<file path="src/rtl/vst_pkg.sv">
// Shared types and constants for the VST PAL pattern generator.
// Holds the packet type nibbles, the pattern_sel encodings and the FSM state type.
package vst_pkg;

  localparam logic [3:0]  PKT_TYPE_CTRL  = 4'hF;
  localparam logic [3:0]  PKT_TYPE_VIDEO = 4'h0;
  localparam int unsigned CTRL_BEATS     = 10;

  typedef enum logic [1:0] {
    PAT_BARS    = 2'd0,
    PAT_RAMP    = 2'd1,
    PAT_FLAT    = 2'd2,
    PAT_CHECKER = 2'd3
  } pat_e;

  typedef enum logic [1:0] {
    ST_IDLE  = 2'd0,
    ST_CTRL  = 2'd1,
    ST_VHDR  = 2'd2,
    ST_PIXEL = 2'd3
  } state_e;

endpackage

</file>
<file path="src/rtl/vst_pal_pattern_gen_if.sv">
// Streaming source bus of the pattern generator (ready latency 0).
// Signals: dout_data, dout_valid, dout_startofpacket, dout_endofpacket (source -> sink),
//          dout_ready (sink -> source).
// Modports: master = generator side, slave = sink side.
interface vst_pal_pattern_gen_if #(
  parameter int unsigned DATA_WIDTH = 10
);
  logic [DATA_WIDTH-1:0] dout_data;
  logic                  dout_valid;
  logic                  dout_ready;
  logic                  dout_startofpacket;
  logic                  dout_endofpacket;

  modport master (
    output dout_data, dout_valid, dout_startofpacket, dout_endofpacket,
    input  dout_ready
  );

  modport slave (
    input  dout_data, dout_valid, dout_startofpacket, dout_endofpacket,
    output dout_ready
  );
endinterface

</file>
<file path="src/rtl/vst_pattern_pixel.sv">
// Combinational pixel value for the selected test pattern.
// Ports: i_x/i_y raster position, i_bar colour-bar index (from the bar sub-counter),
//        i_mode latched pattern, o_pix_c pixel value.
module vst_pattern_pixel
  import vst_pkg::*;
#(
  parameter int unsigned           DATA_WIDTH = 10,
  parameter logic [DATA_WIDTH-1:0] FLAT_LEVEL = 10'd512
) (
  input  logic [15:0]           i_x,
  input  logic [15:0]           i_y,
  input  logic [2:0]            i_bar,
  input  pat_e                  i_mode,
  output logic [DATA_WIDTH-1:0] o_pix_c
);

  localparam longint unsigned MAX_LEVEL = (64'd1 << DATA_WIDTH) - 64'd1;

  // Eight bar levels k*(2^DATA_WIDTH-1)/7, folded to constants at elaboration.
  localparam logic [DATA_WIDTH-1:0] BAR_LVL [8] = '{
    DATA_WIDTH'((64'd0 * MAX_LEVEL) / 64'd7),
    DATA_WIDTH'((64'd1 * MAX_LEVEL) / 64'd7),
    DATA_WIDTH'((64'd2 * MAX_LEVEL) / 64'd7),
    DATA_WIDTH'((64'd3 * MAX_LEVEL) / 64'd7),
    DATA_WIDTH'((64'd4 * MAX_LEVEL) / 64'd7),
    DATA_WIDTH'((64'd5 * MAX_LEVEL) / 64'd7),
    DATA_WIDTH'((64'd6 * MAX_LEVEL) / 64'd7),
    DATA_WIDTH'((64'd7 * MAX_LEVEL) / 64'd7)
  };

  // Only bit 5 of y selects the checker phase.
  logic w_unused_y;
  assign w_unused_y = ^{i_y[15:6], i_y[4:0]};

  always_comb begin
    o_pix_c = '0;
    case (i_mode)
      PAT_BARS:    o_pix_c = BAR_LVL[i_bar];
      PAT_RAMP:    o_pix_c = DATA_WIDTH'(i_x);
      PAT_FLAT:    o_pix_c = FLAT_LEVEL;
      PAT_CHECKER: o_pix_c = (i_x[5] ^ i_y[5]) ? '1 : '0;
      default:     o_pix_c = '0;
    endcase
  end

endmodule

</file>
<file path="src/rtl/vst_pal_pattern_gen.sv">
// PAL test-pattern source: per frame an optional control packet, then a video packet
// (header beat + IM_WIDTH*IM_HEIGHT pixels) on a valid/ready stream.
// Ports: vst_clk, vst_rst (async, active high), enable (frame request),
//        pattern_sel (0 bars, 1 ramp, 2 flat, 3 checker), dout (stream master),
//        frame_cnt (completed video packets), busy (not idle).
// Macro VST_PATTERN_CTRL_PKT_EN: when defined each frame starts with a 10-beat
// control packet; otherwise frames start directly with the video header.
module vst_pal_pattern_gen
  import vst_pkg::*;
#(
  parameter int unsigned           DATA_WIDTH   = 10,
  parameter int unsigned           IM_WIDTH     = 720,
  parameter int unsigned           IM_HEIGHT    = 288,
  parameter logic [3:0]            IM_INTERLACE = 4'h0,
  parameter logic [DATA_WIDTH-1:0] FLAT_LEVEL   = 10'd512
) (
  input  logic                  vst_clk,
  input  logic                  vst_rst,
  input  logic                  enable,
  input  logic [1:0]            pattern_sel,
  vst_pal_pattern_gen_if.master dout,
  output logic [15:0]           frame_cnt,
  output logic                  busy
);

  localparam logic [15:0] X_LAST       = 16'(IM_WIDTH - 1);
  localparam logic [15:0] Y_LAST       = 16'(IM_HEIGHT - 1);
  localparam logic [15:0] BAR_LEN_LAST = 16'(IM_WIDTH / 8 - 1);

`ifdef VST_PATTERN_CTRL_PKT_EN
  localparam state_e                ST_FIRST   = ST_CTRL;
  localparam logic [DATA_WIDTH-1:0] FIRST_DATA = DATA_WIDTH'(PKT_TYPE_CTRL);
  localparam logic [15:0]           W16        = 16'(IM_WIDTH);
  localparam logic [15:0]           H16        = 16'(IM_HEIGHT);

  // Control packet payload: type, width nibbles, height nibbles, interlace.
  function automatic logic [3:0] ctrl_nibble(input logic [3:0] idx);
    case (idx)
      4'd0:    return PKT_TYPE_CTRL;
      4'd1:    return W16[15:12];
      4'd2:    return W16[11:8];
      4'd3:    return W16[7:4];
      4'd4:    return W16[3:0];
      4'd5:    return H16[15:12];
      4'd6:    return H16[11:8];
      4'd7:    return H16[7:4];
      4'd8:    return H16[3:0];
      4'd9:    return IM_INTERLACE;
      default: return 4'h0;
    endcase
  endfunction

  logic [3:0] r_cidx;
`else
  localparam state_e                ST_FIRST   = ST_VHDR;
  localparam logic [DATA_WIDTH-1:0] FIRST_DATA = DATA_WIDTH'(PKT_TYPE_VIDEO);
`endif

  state_e                r_state;
  pat_e                  r_mode;
  // x/y/bar counters point at the next pixel to be loaded into the output stage.
  logic [15:0]           r_x;
  logic [15:0]           r_y;
  logic [2:0]            r_bar;
  logic [15:0]           r_bar_cnt;
  logic [DATA_WIDTH-1:0] r_data;
  logic                  r_valid;
  logic                  r_sop;
  logic                  r_eop;
  logic                  r_busy;
  logic [15:0]           r_frame_cnt;

  logic [DATA_WIDTH-1:0] w_pix;
  logic                  w_load;
  logic                  w_pix_last;
  logic                  w_boundary;
  logic                  w_frame_done;

  vst_pattern_pixel #(
    .DATA_WIDTH (DATA_WIDTH),
    .FLAT_LEVEL (FLAT_LEVEL)
  ) u_pixel (
    .i_x     (r_x),
    .i_y     (r_y),
    .i_bar   (r_bar),
    .i_mode  (r_mode),
    .o_pix_c (w_pix)
  );

  // Output stage is free when empty or when its beat transfers this edge.
  assign w_load       = ~r_valid | dout.dout_ready;
  assign w_pix_last   = (r_x == X_LAST) && (r_y == Y_LAST);
  assign w_frame_done = (r_state == ST_PIXEL) && r_eop;
  // Frame boundary: idle, or the last pixel of a frame is leaving.
  assign w_boundary   = (r_state == ST_IDLE) || w_frame_done;

  always_ff @(posedge vst_clk or posedge vst_rst) begin
    if (vst_rst) begin
      r_state     <= ST_IDLE;
      r_mode      <= PAT_BARS;
      r_x         <= '0;
      r_y         <= '0;
      r_bar       <= '0;
      r_bar_cnt   <= '0;
      r_data      <= '0;
      r_valid     <= 1'b0;
      r_sop       <= 1'b0;
      r_eop       <= 1'b0;
      r_busy      <= 1'b0;
      r_frame_cnt <= '0;
`ifdef VST_PATTERN_CTRL_PKT_EN
      r_cidx      <= '0;
`endif
    end else if (w_load) begin
      if (w_frame_done) r_frame_cnt <= r_frame_cnt + 16'd1;
      if (w_boundary) begin
        if (enable) begin
          r_state <= ST_FIRST;
          r_mode  <= pat_e'(pattern_sel);
          r_data  <= FIRST_DATA;
          r_valid <= 1'b1;
          r_sop   <= 1'b1;
          r_eop   <= 1'b0;
          r_busy  <= 1'b1;
`ifdef VST_PATTERN_CTRL_PKT_EN
          r_cidx  <= '0;
`endif
        end else begin
          r_state <= ST_IDLE;
          r_data  <= '0;
          r_valid <= 1'b0;
          r_sop   <= 1'b0;
          r_eop   <= 1'b0;
          r_busy  <= 1'b0;
        end
      end else begin
        case (r_state)
`ifdef VST_PATTERN_CTRL_PKT_EN
          ST_CTRL: begin
            if (r_cidx == 4'(CTRL_BEATS - 1)) begin
              r_state <= ST_VHDR;
              r_data  <= DATA_WIDTH'(PKT_TYPE_VIDEO);
              r_sop   <= 1'b1;
              r_eop   <= 1'b0;
            end else begin
              r_cidx  <= r_cidx + 4'd1;
              r_data  <= DATA_WIDTH'(ctrl_nibble(r_cidx + 4'd1));
              r_sop   <= 1'b0;
              r_eop   <= (r_cidx + 4'd1) == 4'(CTRL_BEATS - 1);
            end
          end
`endif
          ST_VHDR, ST_PIXEL: begin
            r_state <= ST_PIXEL;
            r_data  <= w_pix;
            r_sop   <= 1'b0;
            r_eop   <= w_pix_last;
            // Raster advance; the bar index steps every IM_WIDTH/8 pixels.
            if (r_x == X_LAST) begin
              r_x       <= '0;
              r_bar     <= '0;
              r_bar_cnt <= '0;
              r_y       <= (r_y == Y_LAST) ? '0 : r_y + 16'd1;
            end else begin
              r_x <= r_x + 16'd1;
              if (r_bar_cnt == BAR_LEN_LAST) begin
                r_bar_cnt <= '0;
                r_bar     <= r_bar + 3'd1;
              end else begin
                r_bar_cnt <= r_bar_cnt + 16'd1;
              end
            end
          end
          default: begin
            r_state <= ST_IDLE;
            r_data  <= '0;
            r_valid <= 1'b0;
            r_sop   <= 1'b0;
            r_eop   <= 1'b0;
            r_busy  <= 1'b0;
          end
        endcase
      end
    end
  end

  assign dout.dout_data          = r_data;
  assign dout.dout_valid         = r_valid;
  assign dout.dout_startofpacket = r_sop;
  assign dout.dout_endofpacket   = r_eop;
  assign frame_cnt               = r_frame_cnt;
  assign busy                    = r_busy;

endmodule

</file>
<file path="src/flat_wrapper.sv">
// flat-port wrapper written by rule: the top's interface ports become plain ports
module vst_pal_pattern_gen_flat import vst_pkg::*;
#(
  parameter int unsigned           DATA_WIDTH   = 10,
  parameter int unsigned           IM_WIDTH     = 720,
  parameter int unsigned           IM_HEIGHT    = 288,
  parameter logic [3:0]            IM_INTERLACE = 4'h0,
  parameter logic [DATA_WIDTH-1:0] FLAT_LEVEL   = 10'd512
)
  (vst_clk, vst_rst, enable, pattern_sel, frame_cnt, busy, dout_dout_data, dout_dout_valid, dout_dout_startofpacket, dout_dout_endofpacket, dout_dout_ready);
  vst_pal_pattern_gen_if #(.DATA_WIDTH(DATA_WIDTH)) dout_i ();
  input  logic vst_clk;
  input  logic vst_rst;
  input  logic enable;
  input  logic [1:0] pattern_sel;
  output logic [15:0] frame_cnt;
  output logic busy;
  output wire logic [$bits(dout_i.dout_data)-1:0] dout_dout_data;
  output wire logic [$bits(dout_i.dout_valid)-1:0] dout_dout_valid;
  output wire logic [$bits(dout_i.dout_startofpacket)-1:0] dout_dout_startofpacket;
  output wire logic [$bits(dout_i.dout_endofpacket)-1:0] dout_dout_endofpacket;
  input wire logic [$bits(dout_i.dout_ready)-1:0] dout_dout_ready;
  assign dout_dout_data = dout_i.dout_data;
  assign dout_dout_valid = dout_i.dout_valid;
  assign dout_dout_startofpacket = dout_i.dout_startofpacket;
  assign dout_dout_endofpacket = dout_i.dout_endofpacket;
  assign dout_i.dout_ready = dout_dout_ready;
  vst_pal_pattern_gen #(.DATA_WIDTH(DATA_WIDTH), .IM_WIDTH(IM_WIDTH), .IM_HEIGHT(IM_HEIGHT), .IM_INTERLACE(IM_INTERLACE), .FLAT_LEVEL(FLAT_LEVEL)) u_core (.vst_clk(vst_clk), .vst_rst(vst_rst), .enable(enable), .pattern_sel(pattern_sel), .dout(dout_i), .frame_cnt(frame_cnt), .busy(busy));
endmodule
</file>
<file path="config.mk">
export PLATFORM = sky130hd
export DESIGN_NAME = vst_pal_pattern_gen_flat
export DESIGN_NICKNAME = d
export VERILOG_FILES = /design/src/rtl/vst_pkg.sv /design/src/rtl/vst_pal_pattern_gen_if.sv /design/src/rtl/vst_pattern_pixel.sv /design/src/rtl/vst_pal_pattern_gen.sv /design/src/flat_wrapper.sv
export SDC_FILE = /design/constraint.sdc
export NUM_CORES = 1
export LEC_CHECK = 0
export BUFFER_PORTS_ARGS = -buffer_cell sky130_fd_sc_hd__clkbuf_2
export CAP_MARGIN = 20
export CORE_UTILIZATION = 30
export DETAILED_ROUTE_END_ITERATION = 7
export PLACE_DENSITY = 0.57
export SETUP_SLACK_MARGIN = 0.15
export SLEW_MARGIN = 5
export SYNTH_ARGS = -nofsm -noshare
export SYNTH_HDL_FRONTEND = slang
export SYNTH_SLANG_ARGS = --single-unit
</file>
<file path="constraint.sdc">
create_clock -name vst_clk -period 3.48 [get_ports vst_clk]
set_clock_uncertainty 0.15 [all_clocks]
set_input_delay 0 -clock vst_clk [delete_from_list [all_inputs] [get_ports vst_clk]]
set_output_delay 0 -clock vst_clk [all_outputs]
set_load 0.01 [all_outputs]
</file>
==> results of run 1 <==
-- area by class of cell --
| cell class | count | area [sq um] |
|---|---|---|
| Timing Repair Buffer | 48 | 293 |
| Fill cell | 1360 | 8460 |
| Clock buffer | 12 | 246 |
| Inverter | 16 | 61.3 |
| Multi-Input combinational cell | 305 | 1940 |
| Tap cell | 176 | 220 |
| Clock inverter | 4 | 72.6 |
| Sequential cell | 84 | 2100 |
-- placed cells by master (no fill, tap or decap), types with 2 or more instances in the layout --
cell,instances
clkbuf_1,2
clkinv_2,2
mux2i_1,3
mux2_2,4
o2bb2ai_1,2
buf_4,5
nor2b_1,2
o21ai_0,30
a21oi_1,3
a22o_1,12
nand2_1,42
xnor2_1,31
nand2b_1,6
clkbuf_2,35
and3_1,8
or3_1,5
dfrtp_1,84
nor4_1,7
o31ai_1,4
inv_1,15
nor4b_1,2
dlygate4sd3_1,8
nand4_1,13
bufinv_16,2
xor2_1,13
a22oi_1,2
nor3_1,15
nor2_1,32
and4_1,6
clkbuf_16,9
ha_1,7
or4_1,4
nand3_1,31
nor3b_1,2
-- cell families (layout without fill, tap and decap cells) --
group | Yosys count | in the layout | synth area share, %
flip-flops | 84 | 84 | 50.3
buffers and inverters | 32 | 80 | 3.23
adder cells (fa/ha/maj) | 7 | 7 | 2.10
AND/OR/NAND/NOR | 187 | 187 | 23.9
XOR/XNOR | 44 | 44 | 9.22
AO/OA/AOI/OAI | 60 | 60 | 9.43
multiplexers | 7 | 7 | 1.80
-- routing by layer --
layer	part of all wire, %	vias to the layer above
li1	-	1575
met1	48	1590
met2	48	69
met3	3.9	6
met4	0.69	0
met5	0	-
-- worst max-delay path: stages (launching register included) --
cell     delay (ns)
dfrtp_1        0.41
or4_4          0.58
or3_4          0.36
o41a_1         0.55
nor2_1         0.44
nor2_1         0.11
-- final timing paths --
kind	startpoint	endpoint	cells after the start
max	u_core.r_x[11]	u_core.r_bar_cnt[13]	5
min in group asynchronous	vst_rst	u_core.r_bar_cnt[11]	4
min	pattern_sel[1]	u_core.r_mode[1]	3
min reg2reg	u_core.frame_cnt[15]	u_core.frame_cnt[15]	1
max reg2reg	u_core.r_x[11]	u_core.r_bar_cnt[13]	5
max in group asynchronous	vst_rst	u_core.r_x[14]	5
-- sequential cells by signal (all words and copies together), names as in the netlist --
name                            count
u_core.frame_cnt                   16
u_core.r_bar_cnt                   16
u_core.r_x                         16
u_core.r_y                         16
u_core.dout.dout_data              10
u_core.r_bar                        3
u_core.r_mode                       2
u_core.r_state                      2
u_core.busy                         1
u_core.dout.dout_endofpacket        1
u_core.dout.dout_startofpacket      1
-- metrics by stage --
stage	total power, mW	hold slack [ns]	area [sq um]	std cells
3_5_place_dp	2.10	-0.210	4540	621
4_1_cts	3.18	0.279	4940	645
5_1_grt	3.35	0.311	4940	645
3_3_place_gp	2.09	-0.213	4540	621
6_report	3.14	0.291	4940	645
2_1_floorplan	1.87	0.000447	4180	421
-- timing repair --
| item | in CTS | in global routing |
|---|---|---|
| endpoints found under the hold margin | 89 | 0 |
| resized for setup | 0 | 0 |
| hold buffers | 8 | 0 |
-- power breakdown --
group	total, mW	switching (mW)	leakage (nW)	internal [mW]
Combinational	0.784	0.441	0.976	0.344
Clock	1.02	0.374	0.153	0.647
Sequential	1.33	0.204	1.09	1.13
Total	3.14	1.02	2.21	2.12
==> results.yml, run 1 <==
sta:
  fin_crit_sh_pct: 78.4
  setup_viol: 0
  worstMarginPinSlew_ns: 0.679
  clock.fmax_ghz: 0.366
  slew_violations: 0
  finalCriticalPeriod_ns: 2.73
  rsz0062_at_grt: "false"
  fin_setup_tns_ns: 0
  finalHoldViolations: 0
  slew_headroom_pct: 54.3
  fin_ws_ns: 0.750
floorplan:
  die_w_microns: 120
  dieArea_sq_um: 14400
  start_util_pct: 31.2
  die_h_microns: 120
  fp.coreArea_sq_um: 13400
  rows: 42
  ios: 36
global_routing:
  grt_max_degree: 37
  track_usage_pct: 14.0
  grt-ovfl-total: 0
  grt_pass1_wl_microns: 15800
  grt_use_met2_pct: 23.1
  met3_usage_pct: 3.23
  grt_antenna_before_repair: 0
  use_met1_pct: 17.8
  first_global_vias: 3234
  grt-busiest-layer: "met2"
yosys:
  syn-num-nets: 434
  yosys.cell_count.top_type: "dfrtp_1"
  synth.avg_cell_area_sq_um: 9.92
  synth_cell_types: 49
  async_reset_ff_share_pct: 100
  synth-edff-count: 0
  post-synth-top-area-cell: "dfrtp_1"
  yosysWarnings: 0
  yosysSeqAreaShare_pct: 50.3
  netlist_instances: 421
  synth_seq_cells: 84
  synth.top_cell.area_share_pct: 50.3
  synthTopCellsByCount: "84 x dfrtp_1, 42 x nand2_1, 32 x nor2_1"
  syn-cell-area_sq_um: 4180
  netlist_top_cells_area: "dfrtp_1 50%, xnor2_1 6.5%, nand2_1 3.8%"
  synthFlopType: "dfrtp_1"
min_path:
  worstHoldPathType: "primary input to flop"
cts:
  clk_latency_ns: 0.33
  clkTransAtPathRegs_ns: 0.06
  cts_max_level: 3
  cts_buffer_depth: 2
  cts.sinks: 84
  cts-root-buf: "clkbuf_16"
  cts_made_buffers: 9
  tritoncts: "built"
  cts_setup_buffers: 0
finish:
  post_route_cells_drive_above_1_share_pct: 14.1
  nets: 477
  diodes: 0
  fin_util_pct: 36.8
  syn2layout_area_growth_pct: 18.1
detailed_routing:
  via_per_inst: 5.02
  wire_per_inst_microns: 14.3
  dr.pass1.iters: 4
  vias: 3240
  drc: 0
  drtIter0Drc: 265
  routed_wl_microns: 9230
  ant_nets: 0
place:
  gp_congestion: 0.880
  hpwl_microns: 6450
  placement.io_buffers: 35
  place_ws_ns: 0.757
power_and_ir_drop:
  p_leak_nw: 2.21
  p_per_area_nw_per_um2: 636
  ir_drop_mv: 0.273
setup_path:
  critical_path_class: "flop to flop"
  arrival_ns: 2.78
  worstSetupEndpointType: "flop"
  regToRegSetupSlack_ns: 0.75
  path_max_fanout: 10
  worstSetupStartpointType: "flop"
  required_ns: 3.53
outcome:
  status: "finished clean"
job:
  max-cap-violations: 0
(Power assumes the default switching activity.)
==> inputs of run 2 (changes only) <==
--- a/config.mk
+++ b/config.mk
@@ -9,7 +9,7 @@
 export CAP_MARGIN = 20
 export CORE_UTILIZATION = 30
 export DETAILED_ROUTE_END_ITERATION = 7
-export PLACE_DENSITY = 0.57
+export PLACE_DENSITY = 0.58
 export SETUP_SLACK_MARGIN = 0.15
 export SLEW_MARGIN = 5
 export SYNTH_ARGS = -nofsm -noshare
==> constraint.sdc (replaced) <==
create_clock -name vst_clk -period 2.4 [get_ports vst_clk]
set_clock_uncertainty 0.15 [all_clocks]
set_input_delay 0 -clock vst_clk [delete_from_list [all_inputs] [get_ports vst_clk]]
set_output_delay 0 -clock vst_clk [all_outputs]
set_load 0.01 [all_outputs]
==> run 2 against run 1 <==
Effect of this change:
- the run now ends with negative setup slack left
- clock-buffer cell count down 2
- clock power grew 29%
- worst hold slack lost 0.22 ns
- final area up 8.3%
- die area stayed put
- first-iteration DRC count is 30% lower
- critical path type unchanged
- highest routed layer unchanged
==> results.yml, run 2 (synthesis results as in run 1) <==
cts:
  cts_made_buffers: 9
  clkTransAtPathRegs_ns: 0.07
  cts.sinks: 84
  clk_latency_ns: 0.34
  cts_max_level: 3
  cts-root-buf: "clkbuf_16"
  cts_buffer_depth: 2
  tritoncts: "built"
detailed_routing:
  drtIter0Drc: 185
  via_per_inst: 4.95
  vias: 3371
  ant_nets: 0
  wire_per_inst_microns: 14.3
  routed_wl_microns: 9720
  drc: 0
  dr.pass1.iters: 4
sta:
  worstMarginPinSlew_ns: 0.630
  slew_violations: 0
  slew_headroom_pct: 58.0
  fin_crit_sh_pct: 101
  fin_ws_ns: -0.0211
  rsz0062_at_grt: "true"
  clock.fmax_ghz: 0.413
  setup_viol: 1
  finalCriticalPeriod_ns: 2.42
  finalHoldViolations: 0
floorplan:
  dieArea_sq_um: 14400
  die_h_microns: 120
  die_w_microns: 120
  fp.coreArea_sq_um: 13400
  start_util_pct: 31.2
  ios: 36
  rows: 42
outcome:
  status: "finished with violations"
  failed_checks: "negative setup slack"
power_and_ir_drop:
  pwr-share-clk_pct: 29.0
  p_per_area_nw_per_um2: 854
  p_leak_nw: 2.44
  p_switching_mw: 1.58
  power_frac_comb_pct: 29.6
  power_frac_seq_pct: 41.5
  ir_drop_mv: 0.452
  swShare_pct: 34.6
  intPower_mw: 2.99
finish:
  post_route_cells_drive_above_1_share_pct: 25.7
  stdcell_area_sq_um: 5350
  mostFrequentLayoutCells: "84 x dfrtp_1, 40 x nand2_1, 38 x buf_4, 35 x clkbuf_2, 31 x xnor2_1"
  final_common_cell: "dfrtp_1"
  fin_cells: 681
  nets: 513
  diodes: 0
  syn2layout_area_growth_pct: 28.0
global_routing:
  grt_antenna_before_repair: 0
  grt-ovfl-total: 0
  grt_pass1_wl_microns: 16100
  track_usage_pct: 13.9
  first_global_vias: 3326
  grt_max_degree: 50
setup_path:
  arrival_ns: 2.49
  crit_chain: "or4_4 -> or3_4 -> o41a_1 -> and3_1 -> a221o_1"
  path_max_fanout: 5
  worstSetupEndpointType: "flop"
  cpPeakStageDelay_ns: 0.54
  critical_path_class: "flop to flop"
  reg2reg_depth: 5
  required_ns: 2.47
  cp_slowest_cell: "or4_4"
  worstSetupStartpointType: "flop"
  regToRegSetupSlack_ns: -0.02
place:
  hpwl_microns: 6790
  gp_congestion: 0.804
  post-place-cells: 648
  placement.io_buffers: 35
  placed_area_sq_um: 4750
  place_ws_ns: -0.00683
min_path:
  worstHoldPathType: "primary input to flop"
  whs_path_depth: 5
job:
  max-cap-violations: 0
==> run 2: changes by cell type in the layout (fill, tap and decap cells not counted), sizes merged <==
cell,delta
clkinv,-2
clkinvlp,+4
bufinv,-2
buf,+37
dlygate4sd3,-1
inv,+2
clkbuf,-2
==> run 2: final timing paths <==
kind,startpoint,end
worst min register to register,u_core.frame_cnt[15],u_core.frame_cnt[15]
worst max-delay path,u_core.r_x[14],u_core.r_bar_cnt[6]
worst min-delay path,dout_dout_ready,u_core.dout.dout_startofpacket
min in group asynchronous,vst_rst,u_core.frame_cnt[3]
worst max register to register,u_core.r_x[14],u_core.r_bar_cnt[6]
max in group asynchronous,vst_rst,u_core.r_x[1]
==> run 2: timing repair <==
| item | 4_1_cts | 5_1_grt |
|---|---|---|
| pin swaps | 12 | 12 |
| resized for setup | 27 | 24 |
| setup endpoints to repair | 28 | 41 |
| hold endpoints to repair | 89 | 0 |
| setup buffers | 4 | 6 |
| hold buffers | 7 | 0 |
==> run 2: routing by layer <==
layer | routed length [microns] | global-route usage [%] | up-vias
li1 | - | - | 1648
met1 | 4600 | 18.4 | 1659
met2 | 4730 | 22.9 | 57
met3 | 283 | 2.47 | 7
met4 | 104 | 4.45 | 0
met5 | 0 | 0 | -
==> run 2: layout make-up <==
type | instances | area, sq um
clock buffer | 10 | 239
multi-input combinational | 305 | 2090
fill | 1292 | 8050
timing repair buffer | 84 | 579
tap | 176 | 220
sequential | 84 | 2100
clock inverter | 6 | 47.5
inverter | 16 | 63.8
==> run 2: power groups by stage <==
stage               Combinational (mW)  Sequential (mW)  Clock, mW
floorplan                        0.862             1.85          0
global placement                  1.23             1.89          0
detailed placement                1.26             1.91          0
CTS                               1.33             1.89       1.35
global route                      1.50             1.93       1.42
finish                            1.35             1.89       1.32
==> run 2: critical path, delay by kind of cell (launching register included) <==
kind / cells / cell delay (ns)
simple gates: 3 / 1.11
compound gates: 2 / 0.67
flops: 1 / 0.38
==> run 2: metrics by stage <==
step	setup TNS (ns)	utilization, %	hold WS (ns)	power [mW]
after floorplan	-0.00127	-	0.000447	2.71
after global placement	0	35.4	-0.00914	3.12
after detailed placement	-0.00841	35.4	0.000725	3.17
after CTS	-0.00773	39.0	0.0553	4.57
after global routing	-0.147	39.9	0.121	4.84
final	-0.0211	39.9	0.0736	4.56
==> inputs of run 3 (changes only) <==
--- a/config.mk
+++ b/config.mk
@@ -7,8 +7,10 @@
 export LEC_CHECK = 0
 export BUFFER_PORTS_ARGS = -buffer_cell sky130_fd_sc_hd__clkbuf_2
 export CAP_MARGIN = 20
+export CORE_ASPECT_RATIO = 0.9
 export CORE_UTILIZATION = 30
 export DETAILED_ROUTE_END_ITERATION = 7
+export HOLD_SLACK_MARGIN = 0.15
 export PLACE_DENSITY = 0.58
 export SETUP_SLACK_MARGIN = 0.15
 export SLEW_MARGIN = 5
==> run 3 against run 2 <==
Effect of this change:
- the run now ends clean
- first-iteration DRC count rose by 25%
- sequential cell count did not move
- highest routed layer unchanged
- critical path depth did not move
- power fell by 1.7%
- utilization fell by 0.62 points
- fmax rose by 1.3%
- clock-buffer cell count rose by 3
- worst hold slack improved by 0.085 ns
==> results.yml, run 3 (synthesis results as in run 1) <==
finish:
  post_route_cells_drive_above_1_share_pct: 23.2
  mostFrequentLayoutCells: "83 x dfrtp_1, 39 x nand2_1, 35 x clkbuf_2, 31 x xnor2_1, 30 x nand3_1"
  diodes: 0
  nets: 503
  syn2layout_area_growth_pct: 26.6
  final_common_cell: "dfrtp_1"
  fillCellCount: 1308
power_and_ir_drop:
  pwr-share-clk_pct: 28.0
  p_per_area_nw_per_um2: 849
  total_power_mw: 4.49
  intPower_mw: 2.94
  ir_drop_mv: 0.473
  power_frac_comb_pct: 29.6
  power_frac_seq_pct: 42.3
  p_switching_mw: 1.55
  swShare_pct: 34.5
  p_leak_nw: 2.36
place:
  hpwl_microns: 6490
  gp_congestion: 0.817
  placement.io_buffers: 35
setup_path:
  crit_buf_inv: 0
  arrival_ns: 2.46
  critical_path_class: "flop to flop"
  worstSetupStartpointType: "flop"
  worstSetupEndpointType: "flop"
  cp_top_family: "simple AND/OR/NAND/NOR gates"
  cp_slowest_cell: "or4_4"
  required_ns: 2.47
  path_max_fanout: 4
  crit_chain: "or4_4 -> or3_4 -> o41a_1 -> and3_1 -> a221o_1"
  cpPeakStageDelay_ns: 0.53
global_routing:
  first_global_vias: 3209
  grt-ovfl-total: 0
  grt_pass1_wl_microns: 16100
  grt_antenna_before_repair: 0
  grt_max_degree: 85
  track_usage_pct: 13.9
sta:
  setup_viol: 0
  slew_violations: 0
  rsz0062_at_grt: "true"
  worstMarginPinSlew_ns: 0.471
  clock.fmax_ghz: 0.418
  slew_headroom_pct: 68.6
  finalHoldViolations: 0
  whs_ns: 0.159
  finalCriticalPeriod_ns: 2.39
  fin_crit_sh_pct: 99.6
cts:
  cts-root-buf: "clkbuf_16"
  cts_made_buffers: 9
  cts_buffer_depth: 2
  tritoncts: "built"
  clk_latency_ns: 0.34
  clkTransAtPathRegs_ns: 0.06
  cts_max_level: 3
  cts.sinks: 84
min_path:
  worstHoldPathType: "primary input to asynchronous set/reset pin"
detailed_routing:
  highest_layer: "met4"
  dr.pass1.iters: 4
  via_per_inst: 5.03
  wl_met1_microns: 4730
  wire_per_inst_microns: 14.3
  wl_met2_microns: 4350
  ant_nets: 0
  met3_length_microns: 316
  drc: 0
  drtIter0Drc: 232
  vias: 3335
  routed_wl_microns: 9450
floorplan:
  die_h_microns: 114
  ios: 36
  dieArea_sq_um: 14400
  rows: 40
  die_w_microns: 126
  fp.coreArea_sq_um: 13500
  start_util_pct: 31.0
outcome:
  status: "finished clean"
job:
  max-cap-violations: 0
[run 3: final timing paths]
path                                       from                   end  slack (ns)  cells past startpoint
max                              u_core.r_x[14]   u_core.r_bar_cnt[6]        0.01                      5
max reg2reg                      u_core.r_x[14]   u_core.r_bar_cnt[6]        0.01                      5
max in group asynchronous               vst_rst         u_core.r_y[7]        1.56                      4
min                                     vst_rst   u_core.frame_cnt[1]        0.16                      4
min reg2reg                u_core.frame_cnt[15]  u_core.frame_cnt[15]        0.33                      1
min in group vst_clk       u_core.frame_cnt[15]  u_core.frame_cnt[15]        0.33                      1
[run 3: metal layers]
layer	up-vias	global-route usage, %
li1	1629	-
met1	1648	19.6
met2	53	21.5
met3	5	3.42
met4	0	3.37
met5	-	0
[run 3: through the flow]
stage	std cells	TNS, ns	setup slack, ns	util, %	area [sq um]
2_1_floorplan	421	-0.00127	-0.00127	-	4190
3_5_place_dp	637	0	0.0168	35.1	4730
3_3_place_gp	637	0	0.0249	35.1	4730
4_1_cts	662	0	0.00503	38.2	5140
5_1_grt	663	-0.471	-0.0569	39.3	5290
6_report	663	0	0.0101	39.3	5290
[run 3: worst register-to-register path: cells and delay by family, from the launching register on]
family,cells,cell delay [ns]
and+or+nand+nor,3,1.10
AOI/OAI and AO/OA,2,0.65
DFF,1,0.38
[run 3: power groups by stage]
stage	clock network, mW	registers (mW)	logic, mW
floorplan	0	1.85	0.862
global placement	0	1.91	1.20
detailed placement	0	1.92	1.21
CTS	1.30	1.89	1.28
global route	1.36	1.94	1.49
finish	1.26	1.90	1.33
[run 3: repair_timing]
action                                 4_1_cts  5_1_grt
endpoints found under the hold margin       91        0
gates resized for setup                     18       31
hold buffers                                 8        0
setup endpoints to repair                   26       37
buffers inserted                             1        1
pin swaps                                    7       14
[run 3: area by class of cell]
type / count / area [sq um] / share of cell area, %
clock buffer: 13 / 240 / 4.54
clock inverter: 3 / 23.8 / 0.450
inverter: 16 / 63.8 / 1.21
multi-input combinational: 305 / 2110 / 40.0
sequential: 84 / 2100 / 39.8
tap: 168 / 210 / 3.98
timing repair buffer: 74 / 532 / 10.1
